File: src/rtl/apple1_bus_pkg.sv
// Shared types for the Apple-1 bus controller: FSM states, address regions and
// the default I/O base addresses, plus the region decoder used by the top level.
package apple1_bus_pkg;

    typedef enum logic [1:0] {
        ST_START    = 2'd0,
        ST_RAM_REQ  = 2'd1,
        ST_DSP_WAIT = 2'd2,
        ST_DONE     = 2'd3
    } bus_state_e;

    typedef enum logic [1:0] {
        RGN_RAM = 2'd0,
        RGN_KBD = 2'd1,
        RGN_DSP = 2'd2
    } region_e;

    localparam logic [15:0] KBD_BASE_DEFAULT = 16'hD010;
    localparam logic [15:0] DSP_BASE_DEFAULT = 16'hD012;

    // Each I/O device occupies an aligned pair; bit 0 picks data vs control.
    function automatic region_e decode_region(input logic [15:0] addr,
                                              input logic [15:0] kbd_base,
                                              input logic [15:0] dsp_base);
        region_e rgn;
        rgn = RGN_RAM;
        if (addr[15:1] == kbd_base[15:1]) begin
            rgn = RGN_KBD;
        end else if (addr[15:1] == dsp_base[15:1]) begin
            rgn = RGN_DSP;
        end
        return rgn;
    endfunction

endpackage

File: src/rtl/apple1_clken_div.sv
// CPU step divider: counts 0..DIV-1 and wraps, but parks on the terminal count
// while hold is high so a stretched bus cycle releases the CPU immediately.
module apple1_clken_div #(
    parameter int unsigned DIV = 14
) (
    input  logic clk14,
    input  logic rst_n,
    input  logic hold,
    output logic tc
);

    localparam int unsigned   W    = $clog2(DIV);
    localparam logic [W-1:0]  LAST = W'(DIV - 1);

    logic [W-1:0] cnt_q;
    logic [W-1:0] cnt_d;

    assign tc = (cnt_q == LAST);

    always_comb begin
        cnt_d = cnt_q + W'(1);
        if (tc) begin
            cnt_d = hold ? cnt_q : '0;
        end
    end

    always_ff @(posedge clk14 or negedge rst_n) begin
        if (!rst_n) begin
            cnt_q <= '0;
        end else begin
            cnt_q <= cnt_d;
        end
    end

endmodule

File: src/rtl/apple1_bus_ctrl.sv
// Apple-1 bus controller: paces the 6502 with a clock enable, routes each access to
// RAM, keyboard or display, and stretches the CPU cycle while the target is busy.
module apple1_bus_ctrl
    import apple1_bus_pkg::*;
#(
    parameter int unsigned CLKEN_DIV = 14,
    parameter logic [15:0] KBD_BASE  = KBD_BASE_DEFAULT,
    parameter logic [15:0] DSP_BASE  = DSP_BASE_DEFAULT,
    parameter int unsigned TIMEOUT   = 255
) (
    input  logic        clk14,
    input  logic        rst_n,
    input  logic [15:0] cpu_addr,
    input  logic [7:0]  cpu_dout,
    input  logic        cpu_we,
    output logic [7:0]  cpu_din,
    output logic        cpu_clken,
    output logic [15:0] ram_addr,
    output logic [7:0]  ram_din,
    output logic        ram_rd,
    output logic        ram_wr,
    input  logic        ram_ack,
    input  logic [7:0]  ram_dout,
    output logic        kbd_cs,
    input  logic [7:0]  kbd_dout,
    output logic        dsp_we,
    input  logic        dsp_busy,
    output logic        bus_timeout
);

    localparam logic [15:0] TIMEOUT_CNT = 16'(TIMEOUT);

    bus_state_e  state_q;
    logic [15:0] wait_q;
    logic [7:0]  rdata_q;
    logic        wr_q;
    logic [15:0] ram_addr_q;
    logic [7:0]  ram_din_q;

    region_e     region;
    logic        div_tc;
    logic        ram_req;
    logic        dsp_wait;
    logic        wait_expired;

    apple1_clken_div #(
        .DIV (CLKEN_DIV)
    ) u_clken_div (
        .clk14 (clk14),
        .rst_n (rst_n),
        .hold  (state_q != ST_DONE),
        .tc    (div_tc)
    );

    assign region       = decode_region(cpu_addr, KBD_BASE, DSP_BASE);
    assign ram_req      = (state_q == ST_RAM_REQ);
    assign dsp_wait     = (state_q == ST_DSP_WAIT);
    assign wait_expired = (wait_q == TIMEOUT_CNT);

    // Decoded from state so an asynchronous reset withdraws the request at once.
    assign ram_rd      = ram_req & ~wr_q;
    assign ram_wr      = ram_req &  wr_q;
    assign kbd_cs      = rst_n && (state_q == ST_START) && (region == RGN_KBD) && !cpu_we;
    assign dsp_we      = dsp_wait && !dsp_busy;
    assign bus_timeout = wait_expired && ((ram_req && !ram_ack) || (dsp_wait && dsp_busy));
    assign cpu_clken   = (state_q == ST_DONE) && div_tc;
    assign cpu_din     = rdata_q;
    assign ram_addr    = ram_addr_q;
    assign ram_din     = ram_din_q;

    always_ff @(posedge clk14 or negedge rst_n) begin
        if (!rst_n) begin
            state_q    <= ST_START;
            wait_q     <= '0;
            rdata_q    <= 8'h00;
            wr_q       <= 1'b0;
            ram_addr_q <= '0;
            ram_din_q  <= 8'h00;
        end else begin
            case (state_q)
                ST_START: begin
                    ram_addr_q <= cpu_addr;
                    ram_din_q  <= cpu_dout;
                    wr_q       <= cpu_we;
                    wait_q     <= '0;
                    case (region)
                        RGN_KBD: begin
                            if (!cpu_we) begin
                                rdata_q <= kbd_dout;
                            end
                            state_q <= ST_DONE;
                        end
                        RGN_DSP: begin
                            if (cpu_we) begin
                                state_q <= cpu_addr[0] ? ST_DONE : ST_DSP_WAIT;
                            end else begin
                                rdata_q <= cpu_addr[0] ? 8'h00 : {dsp_busy, 7'b0};
                                state_q <= ST_DONE;
                            end
                        end
                        default: state_q <= ST_RAM_REQ;
                    endcase
                end
                ST_RAM_REQ: begin
                    // A completion arriving in the expiry cycle still counts.
                    if (ram_ack) begin
                        if (!wr_q) begin
                            rdata_q <= ram_dout;
                        end
                        state_q <= ST_DONE;
                    end else if (wait_expired) begin
                        rdata_q <= 8'hFF;
                        state_q <= ST_DONE;
                    end else begin
                        wait_q <= wait_q + 16'd1;
                    end
                end
                ST_DSP_WAIT: begin
                    if (!dsp_busy) begin
                        state_q <= ST_DONE;
                    end else if (wait_expired) begin
                        rdata_q <= 8'hFF;
                        state_q <= ST_DONE;
                    end else begin
                        wait_q <= wait_q + 16'd1;
                    end
                end
                ST_DONE: begin
                    if (div_tc) begin
                        state_q <= ST_START;
                    end
                end
            endcase
        end
    end

endmodule

File: config.mk
export PLATFORM = sky130hd
export DESIGN_NAME = apple1_bus_ctrl
export DESIGN_NICKNAME = d
export VERILOG_FILES = /design/src/rtl/apple1_bus_pkg.sv /design/src/rtl/apple1_clken_div.sv /design/src/rtl/apple1_bus_ctrl.sv
export SDC_FILE = /design/constraint.sdc
export NUM_CORES = 1
export LEC_CHECK = 0
export ABC_AREA = 1
export CORE_MARGIN = 4
export CORE_UTILIZATION = 53
export DETAILED_ROUTE_END_ITERATION = 12
export PLACE_DENSITY_LB_ADDON = 0.08
export SYNTH_ARGS = -nofsm -noshare
export SYNTH_HDL_FRONTEND = slang
export SYNTH_SLANG_ARGS = --single-unit
export TNS_END_PERCENT = 50
File: constraint.sdc
create_clock -name clk14 -period 2.82 [get_ports clk14]
set_input_delay 0.282 -clock clk14 [delete_from_list [all_inputs] [get_ports clk14]]
set_output_delay 0.282 -clock clk14 [all_outputs]
set_load 0.05 [all_outputs]
* Word level (Yosys, flattened, before mapping)
Cells that the tools add are included.
** Storage, ports and cells
- Flip-flop bits (word level) :: 55
- Input bits :: 45
- Output and inout port bits :: 38
- Word-level logic and storage cells :: 71
** Cells by class
- $add $sub $neg :: 2
- Equality and inequality tests :: 18
- Mux-type cells :: 25
- Bitwise logic cells :: 3
- Reduce and logical (&&, ||, !) cells :: 16
** Operator list (count)
- $mux W8 :: 7
- $mux W16 :: 3
- $pmux W16 S3 :: 1
- $eq A15 B15 Y1 const B :: 2
- $pmux W8 S3 :: 1
- $add A16 B1 Y16 const B :: 1
- $eq A16 B8 Y1 const B :: 1
- $pmux W8 S2 :: 1
- $mux W2 :: 6
- $ne A2 B2 Y1 const B :: 5
- $ne A3 B3 Y1 const B :: 3
- $logic_and A1 B1 Y1 :: 8
- $mux W4 :: 2
- $pmux W2 S4 :: 1
- $eq A2 B2 Y1 const B :: 3
- $reduce_and A6 Y1 :: 1
- $add A4 B1 Y4 const B :: 1
- $eq A2 B1 Y1 const B :: 2
- $eq A4 B4 Y1 const B :: 1
- $pmux W2 S2 :: 1
- $logic_not A1 Y1 :: 3
- $ne A3 B1 Y1 const B :: 1
- $reduce_and A3 Y1 :: 1
- $reduce_bool A3 Y1 :: 1
- other kinds (5) :: 7

* Logic depth before layout (Yosys ltp)
Gate-level depths: netlist (run 1).
- Depth after elaboration :: 6
- Gate-level depth with buffers :: 11

* Cells and area by module
Synthesis (run 1) repeated with hierarchy kept, for this count alone.
** Unflattened totals
- Cells, all modules :: 421
- Area, all modules :: 3320.7 sq um
** Modules (own cells, without submodules)
- apple1_bus_ctrl :: times used 1, cells each 399, area an instance 3139.3 sq um, seq. area each 1276.2 sq um
- apple1_clken_div :: times used 1, cells each 22, area an instance 181.4 sq um, seq. area each 100.1 sq um

* Least setup slack after synthesis (run 1)
Ideal clock, no wire load.
- Kind :: register to output
- From :: register state_q[0]
- To :: output port kbd_cs
- Data arrival time :: 1.819 ns
- Data required time :: 2.538 ns
- Path slack :: 0.719 ns
- Stages on the path, launching flop included :: 7
- Buffers on the path :: 2
- Cell sequence :: dfrtp_1 > inv_1 > ha_1 > buf_2 > clkbuf_1 > nand3_1 > nor2_1
** Between the ends
- Word-level cells in the longest chain between the ends :: 4
** Ends and longest elaborated chain
- from (decl) :: RTL line apple1_bus_ctrl.sv:33 : bus_state_e state_q;
- from (signal assigned) :: RTL line apple1_bus_ctrl.sv:95 : state_q <= cpu_addr[0] ? ST_DONE : ST_DSP_WAIT;
- $logic_not A2 Y1 :: RTL line apple1_bus_ctrl.sv:63 : assign kbd_cs = rst_n && (state_q == ST_START) && (region == RGN_KBD) && !cpu_we;
- $logic_and A1 B1 Y1 (3 in series) :: RTL line apple1_bus_ctrl.sv:63
- to (decl) :: RTL line apple1_bus_ctrl.sv:24 : output logic kbd_cs,
No other way between the ends.

* Worst setup path after layout (run 1)
- From :: register state_q[1]
- To :: output port ram_rd
** Between the ends
- Word-level cells in the longest chain between the ends :: 2
** Ends and longest elaborated chain
- $eq A2 B1 Y1 :: RTL line apple1_bus_ctrl.sv:56 : assign ram_req = (state_q == ST_RAM_REQ);
- $and A1 B1 Y1 :: RTL line apple1_bus_ctrl.sv:61 : assign ram_rd = ram_req & ~wr_q;
- to (decl) :: RTL line apple1_bus_ctrl.sv:20 : output logic ram_rd,
No other way between the ends.

==> impl_results.md, run 1 <==
* Nets@finish at 542
* Fmax at 0.386 GHz
* Path depth of the worst reg2reg path at 8
* Ys async rst share at 100%
* Syn nets at 459
* Wirelength, routed at 8.01 mm
* Root buffer cell: clkbuf_8
* Worst EP arrival at 2310 ps
* CTS tree: built
* DR WL/cell at 14.1 um
* RSZ-0062 raised after global routing: no
* Post-route cell area at 4250 um2
* Register area share after synthesis at 42.0%
* Crit Path Max Fanout at 12
* Starting Density at 55.0%
* Routed Antenna Nets at 0
* CP Launch Point: state_q[1]
* IO Pins at 83
* Synth Register Bits at 55
* Synthesized area at 3270 um2
* Setup WS post-layout at 227 ps
* Result of the run: finished, final reports clean
* Pwr Total at 5.07 mW
* Setup slack, reg-to-reg at 510 ps
* Power density over the cells at 1190 nW/um2
* Antenna violations before repair at 0
* Reg-to-reg startpoint: state_q[0]
* Drt first pass iters at 4
* Part of the cycle the worst path needs at 91.9%
* CP startpoint kind: flop
* Critical Path Sink: ram_rd
* Fillers at 471
* Most frequent CP cell: inv_1
* Detailed Route Iter0 Violations at 186
* CTS Buffer Depth at 2
* Min Tclk post-route at 2590 ps
* Slew Viols, Final at 0
* Final hold viol count at 0
* Max-slew headroom at 52.6%
* Hold Worst Slack at 107 ps
* First-pass GRT wire length at 14.1 mm
* LEAKAGE at 2.01 nW
* Worst VDD drop at 794 uV
* Critical path endpoint category: output port
* Family with the most delay on the worst path: buffers and inverters
* Setup bufs post-CTS at 0
* Clk_lat worst skew at 320 ps
* Cell variety after synth at 31
* Row cnt at 28
* Pin count of the biggest net entering global routing at 56
* GRT Residual Overflow at 0
* Cell Area, Placed at 4160 um2
* CTS clk-pin slew, worst paths at 100 ps
* Critical path's slowest cell: clkdlybuf4s50_1
* Crit path cell chain: inv_1 -> ha_1 -> inv_1 -> nor2_1 -> clkdlybuf4s50_1
* Reg area at 1380 um2
* Synth warn at 0
* Via Count at 2945
* Area of the multi-input gates at 1620 um2
* H-Tree Depth at 2
* Hold/Removal Path Class: in2async
* RR Endpoint: wait_q[15]
* GR Util All Layers at 23.2%
* Tightest Pin Transition at 711 ps
* Pre-CTS WS at 450 ps
* Full die area at 7500 um2
* DR vias/cell at 5.19
* Layout cell share with drive strength beyond 1 at 17.3%
* Clock sink count at 55
* Total CTS buffers at 5
* Area grow syn2layout at 29.8%
* Die Span X at 86.6 um
* Syn avg cell area at 8.03 um2
* Vias in the first global route at 3069
* WP depth at 5
* Number of synthesized flops with an enable pin at 0
* DRC Markers at 0
* CP required at 2540 ps
* Top_reg_cell synth: dfrtp_1
* Ant diodes at 0
* Final Skew at 11.5 ps
* Core Area at 5960 um2
* Detail Placement HPWL at 6.04 mm
* GP Congestion at 0.905
* Port Buffer Count at 82
* Final setup fails at 0
* Synthesized instance count at 408
* CP max stage delay at 810 ps
* Maxcap violations at 0
* TNS Setup at 0 ps
* CP Buf/Inv Count at 3
* CP Class: reg2out
* Die Span Y at 86.6 um
## registers in the layout (all words and copies together), names as in the netlist
register / cells
cpu_din: 8
ram_addr: 16
ram_din: 8
state_q: 2
u_clken_div.cnt_q: 4
wait_q: 16
wr_q: 1
## cells in the final DEF (no fill, tap or decap)
cell / instances
nand2_1: 113
clkdlybuf4s50_1: 79
dfrtp_1: 55
inv_1: 48
nand3_1: 33
nor2_1: 32
mux2_2: 20
nand2_2: 11
o21ai_2: 11
nand4_1: 10
a21oi_1: 9
nor3_1: 7
nand4_2: 7
inv_2: 6
ha_1: 6
clkbuf_8: 5
buf_4: 5
nand3_2: 4
o21ai_0: 4
o21ai_1: 4
nand2_4: 3
nor2_4: 2
or2_2: 2
nor2_2: 2
o21bai_1: 2
clkinv_2: 2
or3b_2: 1
clkinv_1: 1
nor3b_1: 1
nor3_2: 1
xnor2_1: 1
clkbuf_1: 1
clkinvlp_4: 1
buf_2: 1
dlymetal6s2s_1: 1
buf_12: 1
## worst min path at each step
stage,startpoint,to,slack [ps],cells past startpoint
after floorplan,rst_n,cpu_din[0],-10,0
after global placement,u_clken_div.cnt_q[0],u_clken_div.cnt_q[0],470,1
after detailed placement,u_clken_div.cnt_q[0],u_clken_div.cnt_q[0],470,1
after CTS,rst_n,cpu_din[5],140,2
after global routing,rst_n,cpu_din[5],170,2
final,rst_n,ram_addr[0],110,2
## layer usage
layer  track usage, %  wire (um)  part of all wire (%)  vias up
met4             6.09        107                   1.3        0
met1             29.3       3440                    43     1371
met3             5.61        575                   7.2       11
li1                 -          -                     -     1468
met5                0          0                     0        -
met2             39.9       3880                    48       95
## cell families after synthesis
group                      after synthesis  synth area share [%]
and+or+nand+nor                        229                  33.9
buffers and inverters                   67                  8.60
DFF                                     55                  42.0
AOI/OAI and AO/OA                       30                  6.00
muxes                                   20                  6.88
adders and majority gates                6                  2.29
xor gates and xnor gates                 1                 0.268
## area by class of cell
type / count / area share (%)
flip-flops and latches: 55 / 32.4
inverters: 56 / 4.98
repair buffers: 87 / 20.4
clock inverters: 2 / 0.294
multi-input cells: 286 / 38.0
well taps: 75 / 2.21
clock buffers: 6 / 1.71
## per-stage QoR
step | utilization (%) | instances
after floorplan | - | 408
after global placement | 69.9 | 559
after detailed placement | 69.9 | 559
after CTS | 71.3 | 567
after global routing | 71.3 | 567
final | 71.3 | 567
## synthesized netlist by cell type, types with 7 or more instances
master | instances | area (um2)
a21oi_1 | 9 | 45.0
dfrtp_1 | 55 | 1380
inv_1 | 48 | 180
mux2_2 | 20 | 225
nand2_1 | 113 | 424
nand2_2 | 11 | 68.8
nand3_1 | 33 | 165
nand4_1 | 10 | 62.6
nand4_2 | 7 | 87.6
nor2_1 | 32 | 120
nor3_1 | 7 | 35.0
o21ai_2 | 11 | 96.3
## report_power, final
| part | total, mW | switching [mW] | internal [mW] |
|---|---|---|---|
| Combinational | 3.34 | 2.22 | 1.12 |
| Clock | 0.436 | 0.261 | 0.174 |
| Sequential | 1.29 | 0.190 | 1.10 |
## timing repair
item                       in CTS  in global routing
hold buffers                    0                  0
setup endpoints to repair       0                  1
resized for setup               0                  1
No activity file was read; power rests on OpenSTA's default activity.
==> run 2, diff against run 1 <==
--- a/config.mk
+++ b/config.mk
@@ -7,10 +7,11 @@
 export LEC_CHECK = 0
 export ABC_AREA = 1
 export CORE_MARGIN = 4
-export CORE_UTILIZATION = 53
+export CORE_UTILIZATION = 54
 export DETAILED_ROUTE_END_ITERATION = 12
 export PLACE_DENSITY_LB_ADDON = 0.08
 export SYNTH_ARGS = -nofsm -noshare
 export SYNTH_HDL_FRONTEND = slang
+export SYNTH_HIERARCHICAL = 1
 export SYNTH_SLANG_ARGS = --single-unit
 export TNS_END_PERCENT = 50
==> run 2 against run 1 <==
  * Synthesized area rose by 1.4%
  * First-iteration DRC count down 32%
  * Non-clock buffer count fell by 1
  * Combinational power about the same
  * Sequential share of layout area is 0.39 points lower
  * Utilization grew 0.86 points
  * Hold slack better by 2.0 ps
  * Sequential power about the same
  * Global-route usage down 1.3 points
  * Sequential cell count unchanged
  * Clock skew up 1.4 ps
  * Largest cell class unchanged
  * Largest power group unchanged
==> impl_results.md, run 2 <==
* Detailed Route Iter0 Violations at 126 (-32%)
* Root buffer cell: clkbuf_8
* Ys async rst share at 100% (unchanged)
* Antenna violations before repair at 0 (unchanged)
* Most frequent cells in the layout: nand2_1, clkdlybuf4s50_1, dfrtp_1
* Crit path cell chain: ha_1 -> nand3_2 -> nor2_4 -> nand2_4 -> nor2_1 -> clkdlybuf4s50_1
* Area grow syn2layout at 29.5%
* DRC Markers at 0 (unchanged)
* CTS Buffer Depth at 2 (unchanged)
* Slew Viols, Final at 0 (unchanged)
* TNS Setup at 0 ps (unchanged)
* LEAKAGE at 2.07 nW (+3.3%)
* Synth area leader: dfrtp_1
* Worst VDD drop at 774 uV (-2.5%)
* RSZ-0062 raised after global routing: no
* Top_reg_cell synth: dfrtp_1
* Syn avg cell area at 7.89 um2 (-1.7%)
* Synthesized instance count at 421 (+3.2%)
* Fmax at 0.376 GHz (-2.5%)
* Pin count of the biggest net entering global routing at 56 (unchanged)
* Synth warn at 6 (+6)
* IO Pins at 83 (unchanged)
* Clk_lat worst skew at 310 ps (about the same)
* Max-slew headroom at 53.3% (+0.67 points)
* Family with the most delay on the worst path: buffers and inverters
* Layout cell share with drive strength beyond 1 at 16.3% (-0.94 points)
* Final hold viol count at 0 (unchanged)
* Die Span X at 86.4 um (-0.21%)
* Pwr Total at 5.11 mW (+0.73%)
* CTS clk-pin slew, worst paths at 110 ps (about the same)
* Post-CTS Hold Buffers at 0 (unchanged)
* Register area share after synthesis at 41.4% (-0.59 points)
* Via Count at 2974 (+0.98%)
* CTS tree: built
* CP max stage delay at 810 ps (about the same)
* Hold/Removal Path Class: in2async
* Setup bufs post-CTS at 0 (unchanged)
* Maxcap violations at 0 (unchanged)
* CP startpoint kind: flop
* CP Buf/Inv Count at 1 (-2)
* Detail Placement HPWL at 5.84 mm (-3.3%)
* Routed Antenna Nets at 0 (unchanged)
* Total CTS buffers at 5 (unchanged)
* Final setup fails at 0 (unchanged)
* Min Tclk post-route at 2660 ps (+65.4 ps)
* DR vias/cell at 5.15 (-0.77%)
* Critical path endpoint category: output port
* Crit Path Max Fanout at 12 (unchanged)
* Critical path's slowest cell: clkdlybuf4s50_1
* Drt first pass iters at 4 (unchanged)
* Pre-CTS WS at 494 ps (+44.2 ps)
* Die Span Y at 86.4 um (-0.21%)
* Final Skew at 12.9 ps (+1.36 ps)
* Cell variety after synth at 33 (+6.5%)
* Starting Density at 55.8% (+0.78 points)
* DR WL/cell at 13.5 um (-4.1%)
* Syn nets at 473 (+3.1%)
* Tightest Pin Transition at 701 ps (-10.1 ps)
* Vias in the first global route at 2867 (-6.6%)
* Row cnt at 28 (unchanged)
* Synthesized area at 3320 um2 (+1.4%)
* Number of synthesized flops with an enable pin at 0 (unchanged)
* Area contributors post-synth: dfrtp_1, nand2_1, mux2_2, nand3_1, inv_1
* Full die area at 7470 um2 (-0.42%)
* Nets@finish at 553 (+2.0%)
* H-Tree Depth at 2 (unchanged)
* Part of the cycle the worst path needs at 94.3% (+2.3 points)
* Synth top area share at 41.4% (-0.59 points)
* Power density over the cells at 1190 nW/um2 (-0.47%)
* Commonest non-fill, non-tap cell in the layout: nand2_1
* Top cells by count, synth: nand2_1, dfrtp_1, inv_1, nand3_1, nor2_1
* Setup WS post-layout at 162 ps (-65.4 ps)
* Worst EP arrival at 2380 ps (+70 ps)
* GRT Residual Overflow at 0 (unchanged)
* GR Util All Layers at 21.9% (-1.3 points)
* First-pass GRT wire length at 13.2 mm (-6.0%)
* Core Util, Final at 72.2% (+0.86 points)
* Top-count cell post-synth: nand2_1
* Core Area at 5960 um2 (unchanged)
* Result of the run: finished, final reports clean
* Clock sink count at 55 (unchanged)
* Port Buffer Count at 82 (unchanged)
* Final Non-Filler Cells at 577 (+1.8%)
* GP Congestion at 0.847 (-6.4%)
* CP Class: reg2out
* Wirelength, routed at 7.82 mm (-2.4%)
* Ant diodes at 0 (unchanged)
* CP required at 2540 ps (about the same)
* Synth Register Bits at 55 (unchanged)
* # placed instances at 569 (+1.8%)
run 2: final timing paths:
check	startpoint	endpoint	slack [ps]	cells past startpoint
min reg2reg	u_clken_div/cnt_q[0]	u_clken_div/cnt_q[0]	510	1
min	rst_n	ram_addr[4]	110	2
max	wait_q[0]	bus_timeout	160	6
max in group asynchronous	rst_n	wait_q[15]	2240	2
max reg2reg	state_q[1]	wait_q[15]	650	10
min in group clk14	u_clken_div/cnt_q[0]	u_clken_div/cnt_q[0]	510	1
run 2: what timing repair did:
| action | CTS | global route |
|---|---|---|
| hold endpoints to repair | 0 | 0 |
| resized for setup | 0 | 1 |
| setup endpoints to repair | 0 | 1 |
run 2: final cells by class:
cell class                      instances  area, um2
Inverter                               57        214
Multi-Input combinational cell        296       1660
Clock inverter                          2       17.5
Timing Repair Buffer                   86        858
Clock buffer                            6       82.6
Fill cell                             469       1660
Sequential cell                        55       1380
Tap cell                               75       93.8
run 2: cells by family (layout without fill, tap and decap cells):
logic type / Yosys count / count (layout) / synth area share [%]
and+or+nand+nor: 238 / 238 / 33.8
buffers and inverters: 70 / 151 / 8.82
DFF: 55 / 55 / 41.4
AOI/OAI and AO/OA: 31 / 31 / 6.63
muxes: 19 / 19 / 6.44
adders and majority gates: 7 / 7 / 2.64
xor gates and xnor gates: 1 / 1 / 0.264
run 2: where the power goes:
group          internal [mW]  leakage, nW  switching, mW
combinational           1.12         1.34           2.21
clock                  0.206       0.0522          0.274
sequential              1.10        0.680          0.201
total                   2.42         2.07           2.69
run 2: metrics by stage:
stage	instance area (um2)	hold slack [ps]
global route	4300	164
detailed placement	4200	486
CTS	4300	139
global placement	4200	473
floorplan	3330	-13.6
finish	4300	109
run 2: worst register-to-register path, stage by stage (launching register included):
cell     delay (ps)
dfrtp_1         440
inv_1           130
ha_1            430
inv_1           170
o22ai_2         170
nor2_4           60
nand2_1         120
nand2_4         240
inv_2           200
nand2_1          70
o21ai_1          70
run 2: metal layers:
| layer | part of all wire (%) | up-vias | GRT usage (%) |
|---|---|---|---|
| met5 | 0 | - | 0 |
| met4 | 1.6 | 0 | 6.09 |
| met3 | 5.0 | 11 | 4.18 |
| met2 | 48 | 70 | 38.0 |
| met1 | 45 | 1391 | 27.9 |
| li1 | - | 1502 | - |
